[src/rtl/serial_adder.sv]
// serial_adder: multi-cycle add of a + b + cin, CHUNK bits per clock, LSB first.
// Optional macro SERIAL_ADDER_SUB_EN adds a 'sub' port computing a + ~b + 1.
module serial_adder #(
    parameter int WIDTH = 8,
    parameter int CHUNK = 1
) (
    input  logic             clk,
    input  logic             rst_n,
    input  logic             start,
    input  logic [WIDTH-1:0] a,
    input  logic [WIDTH-1:0] b,
    input  logic             cin,
`ifdef SERIAL_ADDER_SUB_EN
    input  logic             sub,
`endif
    output logic             busy,
    output logic             done,
    output logic [WIDTH-1:0] sum,
    output logic             cout
);

    localparam int N     = WIDTH / CHUNK;
    localparam int CNT_W = (N > 1) ? $clog2(N) : 1;
    localparam logic [CNT_W-1:0] LAST = CNT_W'(N - 1);

    typedef enum logic [1:0] {
        S_IDLE,
        S_RUN,
        S_DONE
    } state_t;

    state_t           r_state;
    state_t           w_next;
    logic [WIDTH-1:0] r_a;
    logic [WIDTH-1:0] r_b;
    logic [WIDTH-1:0] r_acc;
    logic [WIDTH-1:0] r_sum;
    logic             r_carry;
    logic             r_cout;
    logic [CNT_W-1:0] r_cnt;

    logic             w_accept;
    logic             w_last;
    logic [WIDTH-1:0] w_b_in;
    logic             w_cin_in;
    logic [CHUNK:0]   w_slice;
    logic [WIDTH-1:0] w_acc_next;

`ifdef SERIAL_ADDER_SUB_EN
    // Subtract folds into the add: invert B and force the initial carry.
    assign w_b_in   = sub ? ~b : b;
    assign w_cin_in = sub ? 1'b1 : cin;
`else
    assign w_b_in   = b;
    assign w_cin_in = cin;
`endif

    // New operands are taken only when no add is in flight.
    assign w_accept = start && (r_state == S_IDLE || r_state == S_DONE);
    assign w_last   = (r_state == S_RUN) && (r_cnt == LAST);

    // The single CHUNK-bit slice adder.
    assign w_slice = {1'b0, r_a[CHUNK-1:0]}
                   + {1'b0, r_b[CHUNK-1:0]}
                   + {{CHUNK{1'b0}}, r_carry};

    // Result chunks enter at the MSB end so the LSB chunk ends at bit 0.
    assign w_acc_next = WIDTH'({w_slice[CHUNK-1:0], r_acc} >> CHUNK);

    assign busy = (r_state == S_RUN);
    assign done = (r_state == S_DONE);
    assign sum  = r_sum;
    assign cout = r_cout;

    // State register.
    always_ff @(posedge clk or negedge rst_n) begin
        if (!rst_n) begin
            r_state <= S_IDLE;
        end else begin
            r_state <= w_next;
        end
    end

    // Next-state logic.
    always_comb begin
        w_next = r_state;
        unique case (r_state)
            S_IDLE:  if (start) w_next = S_RUN;
            S_RUN:   if (w_last) w_next = S_DONE;
            S_DONE:  w_next = start ? S_RUN : S_IDLE;
            default: w_next = S_IDLE;
        endcase
    end

    // Operand shifting, carry chaining and result capture.
    always_ff @(posedge clk or negedge rst_n) begin
        if (!rst_n) begin
            r_a     <= '0;
            r_b     <= '0;
            r_acc   <= '0;
            r_carry <= 1'b0;
            r_cnt   <= '0;
            r_sum   <= '0;
            r_cout  <= 1'b0;
        end else if (w_accept) begin
            r_a     <= a;
            r_b     <= w_b_in;
            r_acc   <= '0;
            r_carry <= w_cin_in;
            r_cnt   <= '0;
        end else if (r_state == S_RUN) begin
            r_a     <= r_a >> CHUNK;
            r_b     <= r_b >> CHUNK;
            r_acc   <= w_acc_next;
            r_carry <= w_slice[CHUNK];
            r_cnt   <= r_cnt + CNT_W'(1);
            if (w_last) begin
                r_sum  <= w_acc_next;
                r_cout <= w_slice[CHUNK];
            end
        end
    end

endmodule
[config.mk]
export PLATFORM = sky130hd
export DESIGN_NAME = serial_adder
export DESIGN_NICKNAME = d
export VERILOG_FILES = /design/src/rtl/serial_adder.sv
export SDC_FILE = /design/constraint.sdc
export NUM_CORES = 1
export LEC_CHECK = 0
export CAP_MARGIN = 0
export CELL_PAD_IN_SITES_DETAIL_PLACEMENT = 0
export CELL_PAD_IN_SITES_GLOBAL_PLACEMENT = 1
export CORE_MARGIN = 2
export CORE_UTILIZATION = 40
export CTS_CLUSTER_SIZE = 28
export DETAILED_ROUTE_END_ITERATION = 7
export HOLD_SLACK_MARGIN = 0.12
export PLACE_DENSITY = 0.84
export SYNTH_ARGS = -nofsm -noshare
export SYNTH_HDL_FRONTEND = slang
export SYNTH_SLANG_ARGS = --single-unit
[constraint.sdc]
create_clock -name clk -period 1.7 [get_ports clk]
set_input_delay 0.255 -clock clk [delete_from_list [all_inputs] [get_ports clk]]
set_output_delay 0.255 -clock clk [all_outputs]
set_load 0.005 [all_outputs]
==> impl_metrics.yaml, run 1 <==
timing:
  relSlewSlack_pct: 66.7
  final-hold-violation-count: 0
  fmax_ghz: 0.673
  min_period_ps: 1490
  rsz0062_at_grt: "false"
  worstMarginPinSlew_ps: 500
  tns_ps: 0
  setup_viol: 0
  fin_ws_ps: 214
  finalClockSkew_ps: 6.73
  fin_crit_sh_pct: 87.4
  finalMaxSlewViolations: 0
final_layout:
  n_antenna_cell: 0
  utilization_pct: 53.4
  fillers: 335
  syn2layout_area_growth_pct: 29.1
  num-nets-final: 193
  drive_above_1_share_pct: 19.9
route:
  viasPerCell: 5.18
  drc: 0
  wirelength_mm: 2.97
  first_pass_iters: 3
  drt_iter0_markers: 77
  routedWlPerCell_um: 13.4
  dr_total_vias: 1144
  ant_nets: 0
grt:
  grt_usage_pct: 15.3
  globalRouteOverflowTotal: 0
  grt_max_degree: 39
  antenna_found_initial: 0
  grt_pass1_wl_mm: 5.18
  grt_pass1_vias: 1131
setup_path:
  max_stage_delay_ps: 390
  cp-start-kind: "flop"
  path_common_cell: "ha_1"
  cp.arrival_ps: 1660
  crit_path_end_kind: "flop"
  crit_chain: "ha_1 -> ha_1 -> nand2_2 -> mux2_2"
  crit_fanout: 10
  crit_path_top_delay_cell: "dfrtp_1"
  critPathKind: "reg -> reg"
  cp.required_ps: 1870
logic_synthesis:
  syn_area_sq_mm: 0.00164
  synth.distinct_cells: 23
  avgSynthCellArea_sq_um: 12.4
  netlist_instances: 133
  ys_warn_count: 0
  syn_nets: 156
  synth_top_area_share_pct: 57.9
  synth-seq-area-share_pct: 57.9
  yosys.area.top_type: "dfrtp_1"
  ys_seq_elements: 38
  ys_top_cells_by_area: "dfrtp_1 58%, mux2_2 11%, a22o_1 5.9%"
clock_network:
  cts_tree: "built"
  cts-root-buf: "clkbuf_8"
  clk_path_buf_depth: 2
  clock_sinks: 38
  cts_buffers: 5
  htreeDepth: 2
  cts-hold-fix-buffers: 0
  clk_pin_slew_worst_paths_ps: 70
  clk_latency_ps: 290
floorplan:
  initial_core_util_pct: 41.4
  coreArea_sq_mm: 0.00397
  num_rows: 23
  io_pins: 31
  die_h_um: 68.1
  die_w_um: 68.1
  dieArea_sq_mm: 0.00464
placement:
  place_congestion: 0.751
  port_buffers: 30
  dp_slack_ps: 86.3
  dp_hpwl_mm: 2.13
power:
  ir_worst_vdd_mv: 0.841
  cellPowerDensity_mw_per_mm2: 1730
  power.total_mw: 3.67
  power.leakage_nw: 0.975
worst_hold_path:
  hold_class: "in -> async"
status:
  status: "completed"
run:
  drv_cap: 0
[metal layers]
layer  share of wire, %  up-vias  track usage [%]
met2                 46       30             23.1
met4                1.0        0             7.50
met5                  0        -                0
li1                   -      550                -
met3                6.0        3             4.11
met1                 47      561             20.3
[registers in the layout, indices dropped and copies added, names as in the netlist]
register  count
cout          1
r_a           8
r_acc         7
r_b           8
r_carry       1
r_cnt         3
r_state       2
sum           8
[logic make-up (layout without fill, tap and decap cells)]
logic type | Yosys count | after routing | synth area share (%)
AOI/OAI and AO/OA | 43 | 43 | 17.1
adders and majority gates | 3 | 3 | 2.74
buffers and inverters | 21 | 59 | 5.79
DFF | 38 | 38 | 57.9
muxes | 19 | 19 | 12.8
and+or+nand+nor | 9 | 9 | 3.66
[cells in the mapped netlist]
library cell and number:
nand2_2 1, mux2i_1 3, inv_1 13, a22o_1 11, buf_6 1, nand2b_1 1
mux2_2 16, o21ai_0 1, buf_4 2, buf_2 1, inv_2 1, ha_1 2
a21o_1 1, a211oi_1 3, a21oi_1 15, nor2b_1 4, fa_1 1, dfrtp_1 38
nor2_2 1, and2b_1 1, o22ai_1 12, nand2b_2 1, clkbuf_1 3
[area by class of cell]
| class | count | area, sq um | share of cell area [%] |
|---|---|---|---|
| flip-flops and latches | 38 | 951 | 44.8 |
| multi-input cells | 74 | 597 | 28.1 |
| repair buffers | 37 | 367 | 17.3 |
| well taps | 50 | 62.6 | 2.95 |
| inverters | 14 | 52.6 | 2.48 |
| clock inverters | 1 | 5.00 | 0.236 |
| clock buffers | 7 | 86.3 | 4.07 |
[cells in the final DEF (no fill, tap or decap), types with 2 or more instances in the layout]
master / instances
inv_1: 13
a211oi_1: 3
mux2_2: 16
dfrtp_1: 38
a21oi_1: 15
dlygate4sd2_1: 2
ha_1: 2
buf_4: 5
nor2b_1: 4
o22ai_1: 12
clkbuf_8: 6
a22o_1: 11
clkdlybuf4s50_1: 28
mux2i_1: 3
[where the power goes]
| part | internal, mW | switching [mW] |
|---|---|---|
| Sequential | 1.32 | 0.260 |
| Combinational | 0.846 | 0.619 |
| Clock | 0.327 | 0.296 |
[critical path, delay by kind of cell, from the launching register on]
| family | cells | cell delay [ps] |
|---|---|---|
| adders and majority gates | 2 | 410 |
| DFF | 1 | 390 |
| muxes | 1 | 370 |
| and+or+nand+nor | 1 | 210 |
[through the flow]
| stage | cell area, sq um | hold slack, ps | cells |
|---|---|---|---|
| floorplan | 1640 | -40.6 | 133 |
| global placement | 2030 | 484 | 213 |
| detailed placement | 2030 | 489 | 213 |
| CTS | 2120 | 412 | 221 |
| global route | 2120 | 435 | 221 |
| finish | 2120 | 398 | 221 |
[path summary, 6_finish.rpt]
path | slack (ps) | from | cells past startpoint | end
max | 210 | r_cnt[0] | 4 | sum[0]
min | 400 | rst_n | 2 | r_acc[4]
max reg2reg | 210 | r_cnt[0] | 4 | sum[0]
min reg2reg | 510 | sum[1] | 1 | sum[1]
max in group asynchronous | 970 | rst_n | 2 | r_a[5]
min in group clk | 510 | sum[1] | 1 | sum[1]
[timing repair]
item	in CTS	in global routing
setup buffers	0	0
endpoints found under the hold margin	0	0
resized for setup	3	0
setup endpoints to repair	2	0
No activity file was read; power rests on OpenSTA's default activity.
==> inputs of run 2 (changes only) <==
--- a/config.mk
+++ b/config.mk
@@ -9,11 +9,11 @@
 export CELL_PAD_IN_SITES_DETAIL_PLACEMENT = 0
 export CELL_PAD_IN_SITES_GLOBAL_PLACEMENT = 1
 export CORE_MARGIN = 2
-export CORE_UTILIZATION = 40
+export CORE_UTILIZATION = 44
 export CTS_CLUSTER_SIZE = 28
 export DETAILED_ROUTE_END_ITERATION = 7
 export HOLD_SLACK_MARGIN = 0.12
-export PLACE_DENSITY = 0.84
+export PLACE_DENSITY = 0.91
 export SYNTH_ARGS = -nofsm -noshare
 export SYNTH_HDL_FRONTEND = slang
 export SYNTH_SLANG_ARGS = --single-unit
==> constraint.sdc (replaced) <==
create_clock -name clk -period 1.83 [get_ports clk]
set_input_delay 0.2745 -clock clk [delete_from_list [all_inputs] [get_ports clk]]
set_output_delay 0.2745 -clock clk [all_outputs]
set_load 0.005 [all_outputs]
==> run 2 against run 1 <==
  * Clock-buffer cell count fell by 2
  * Sequential power shrank 7%
  * Final cell count is 1.4% lower
  * Critical path type is now reg -> out
  * Largest cell class unchanged
==> impl_metrics.yaml, run 2 (synthesis gave the netlist of run 1 again) <==
setup_path:
  crit_chain: "nand2b_2 -> inv_2 -> clkdlybuf4s50_1"
  crit_fanout: 6
  crit_path_top_delay_cell: "clkdlybuf4s50_1"
  cp-start-kind: "flop"
  crit_path_end_kind: "primary output"
  cp.required_ps: 1560
  max_stage_delay_ps: 510
  cp.arrival_ps: 1490
  critPathKind: "reg -> out"
timing:
  relSlewSlack_pct: 66.3
  finalClockSkew_ps: 7.15
  rsz0062_at_grt: "false"
  min_period_ps: 1770
  final-hold-violation-count: 0
  worstMarginPinSlew_ps: 505
  fin_ws_ps: 60.8
  fmax_ghz: 0.565
  fin_crit_sh_pct: 96.7
  finalMaxSlewViolations: 0
  tns_ps: 0
  setup_viol: 0
clock_network:
  clock_sinks: 38
  clk_pin_slew_worst_paths_ps: 70
  cts-root-buf: "clkbuf_8"
  cts_tree: "built"
  htreeDepth: 2
  clk_path_buf_depth: 2
  cts_buffers: 5
  cts_setup_buffers: 0
  clk_latency_ps: 290
power:
  cellPowerDensity_mw_per_mm2: 1650
  power.leakage_nw: 0.972
  ir_worst_vdd_mv: 0.628
floorplan:
  dieArea_sq_mm: 0.00424
  coreArea_sq_mm: 0.00363
  initial_core_util_pct: 45.2
  num_rows: 22
  die_w_um: 65.1
  die_h_um: 65.1
  io_pins: 31
grt:
  grt_max_degree: 39
  grt_pass1_wl_mm: 4.94
  antenna_found_initial: 0
  grt_usage_pct: 15.6
  grt_pass1_vias: 1099
  globalRouteOverflowTotal: 0
run:
  drv_cap: 0
route:
  ant_nets: 0
  wirelength_mm: 3.04
  viasPerCell: 5.16
  drt_iter0_markers: 12
  first_pass_iters: 4
  dr_total_vias: 1125
  drc: 0
  routedWlPerCell_um: 13.9
worst_hold_path:
  hold_class: "in -> async"
final_layout:
  num-nets-final: 192
  fin_area_sq_mm: 0.00212
  final_cell_mix: "38 x dfrtp_1, 30 x clkdlybuf4s50_1, 16 x mux2_2"
  drive_above_1_share_pct: 20.0
  final_common_cell: "dfrtp_1"
  n_antenna_cell: 0
  syn2layout_area_growth_pct: 28.9
status:
  status: "completed"
placement:
  place_congestion: 0.713
  dp_hpwl_mm: 2.16
  postPlaceCellArea_sq_mm: 0.00201
  port_buffers: 30
  dp_slack_ps: 103
run 2: changes by cell type in the layout (fill, tap and decap cells not counted), sizes merged:
cell | previous run | this run
buf | 7 | 6
clkdlybuf4s50 | 28 | 30
bufinv | 0 | 1
clkinv | 1 | 2
dlygate4sd2 | 2 | 0
clkbuf | 7 | 5
run 2: layout make-up:
type	count	area [sq um]
tap	48	60.1
timing repair buffer	36	349
clock inverter	3	40.0
clock buffer	5	68.8
fill	317	1520
inverter	14	52.6
multi-input combinational	74	597
sequential	38	951
run 2: critical path: cells and delay by family (launching register included):
family | cells | cell delay (ps)
buffers and inverters | 2 | 620
DFF | 1 | 390
and+or+nand+nor | 1 | 190
run 2: worst paths after layout:
kind	slack, ps	cells past startpoint	start	end
max in group asynchronous	1080	2	rst_n	sum[2]
hold reg to reg	510	1	cout	cout
hold / removal	410	2	rst_n	r_a[5]
setup reg to reg	310	4	r_state[0]	r_a[4]
setup / recovery	60	3	r_state[1]	busy
min in group clk	510	1	cout	cout
run 2: routing by layer:
layer	wire, um	global-route usage, %	share of wire (%)	vias up
met5	0	0	0	-
met4	68	7.03	2.2	0
met3	137	5.82	4.5	7
met2	1430	24.7	47	24
met1	1410	19.2	46	547
li1	-	-	-	547
run 2: report_power, final:
part           internal [mW]  switching [mW]
sequential              1.22           0.242
combinational          0.766           0.577
clock                  0.401           0.285
total                   2.39            1.10
run 2: stage by stage:
step | util, % | hold slack [ps] | total power [mW] | instances
3_3_place_gp | 55.2 | 485 | 2.76 | 210
3_5_place_dp | 55.2 | 482 | 2.83 | 210
6_report | 58.3 | 405 | 3.49 | 218
4_1_cts | 58.2 | 421 | 3.52 | 218
5_1_grt | 58.3 | 463 | 3.73 | 218
2_1_floorplan | - | -21.1 | 2.32 | 133
run 2: what timing repair did:
| action | in CTS | in global routing |
|---|---|---|
| hold endpoints to repair | 0 | 0 |
| gates resized for setup | 0 | 1 |
| endpoints found under the setup margin | 0 | 1 |
| hold buffers | 0 | 0 |
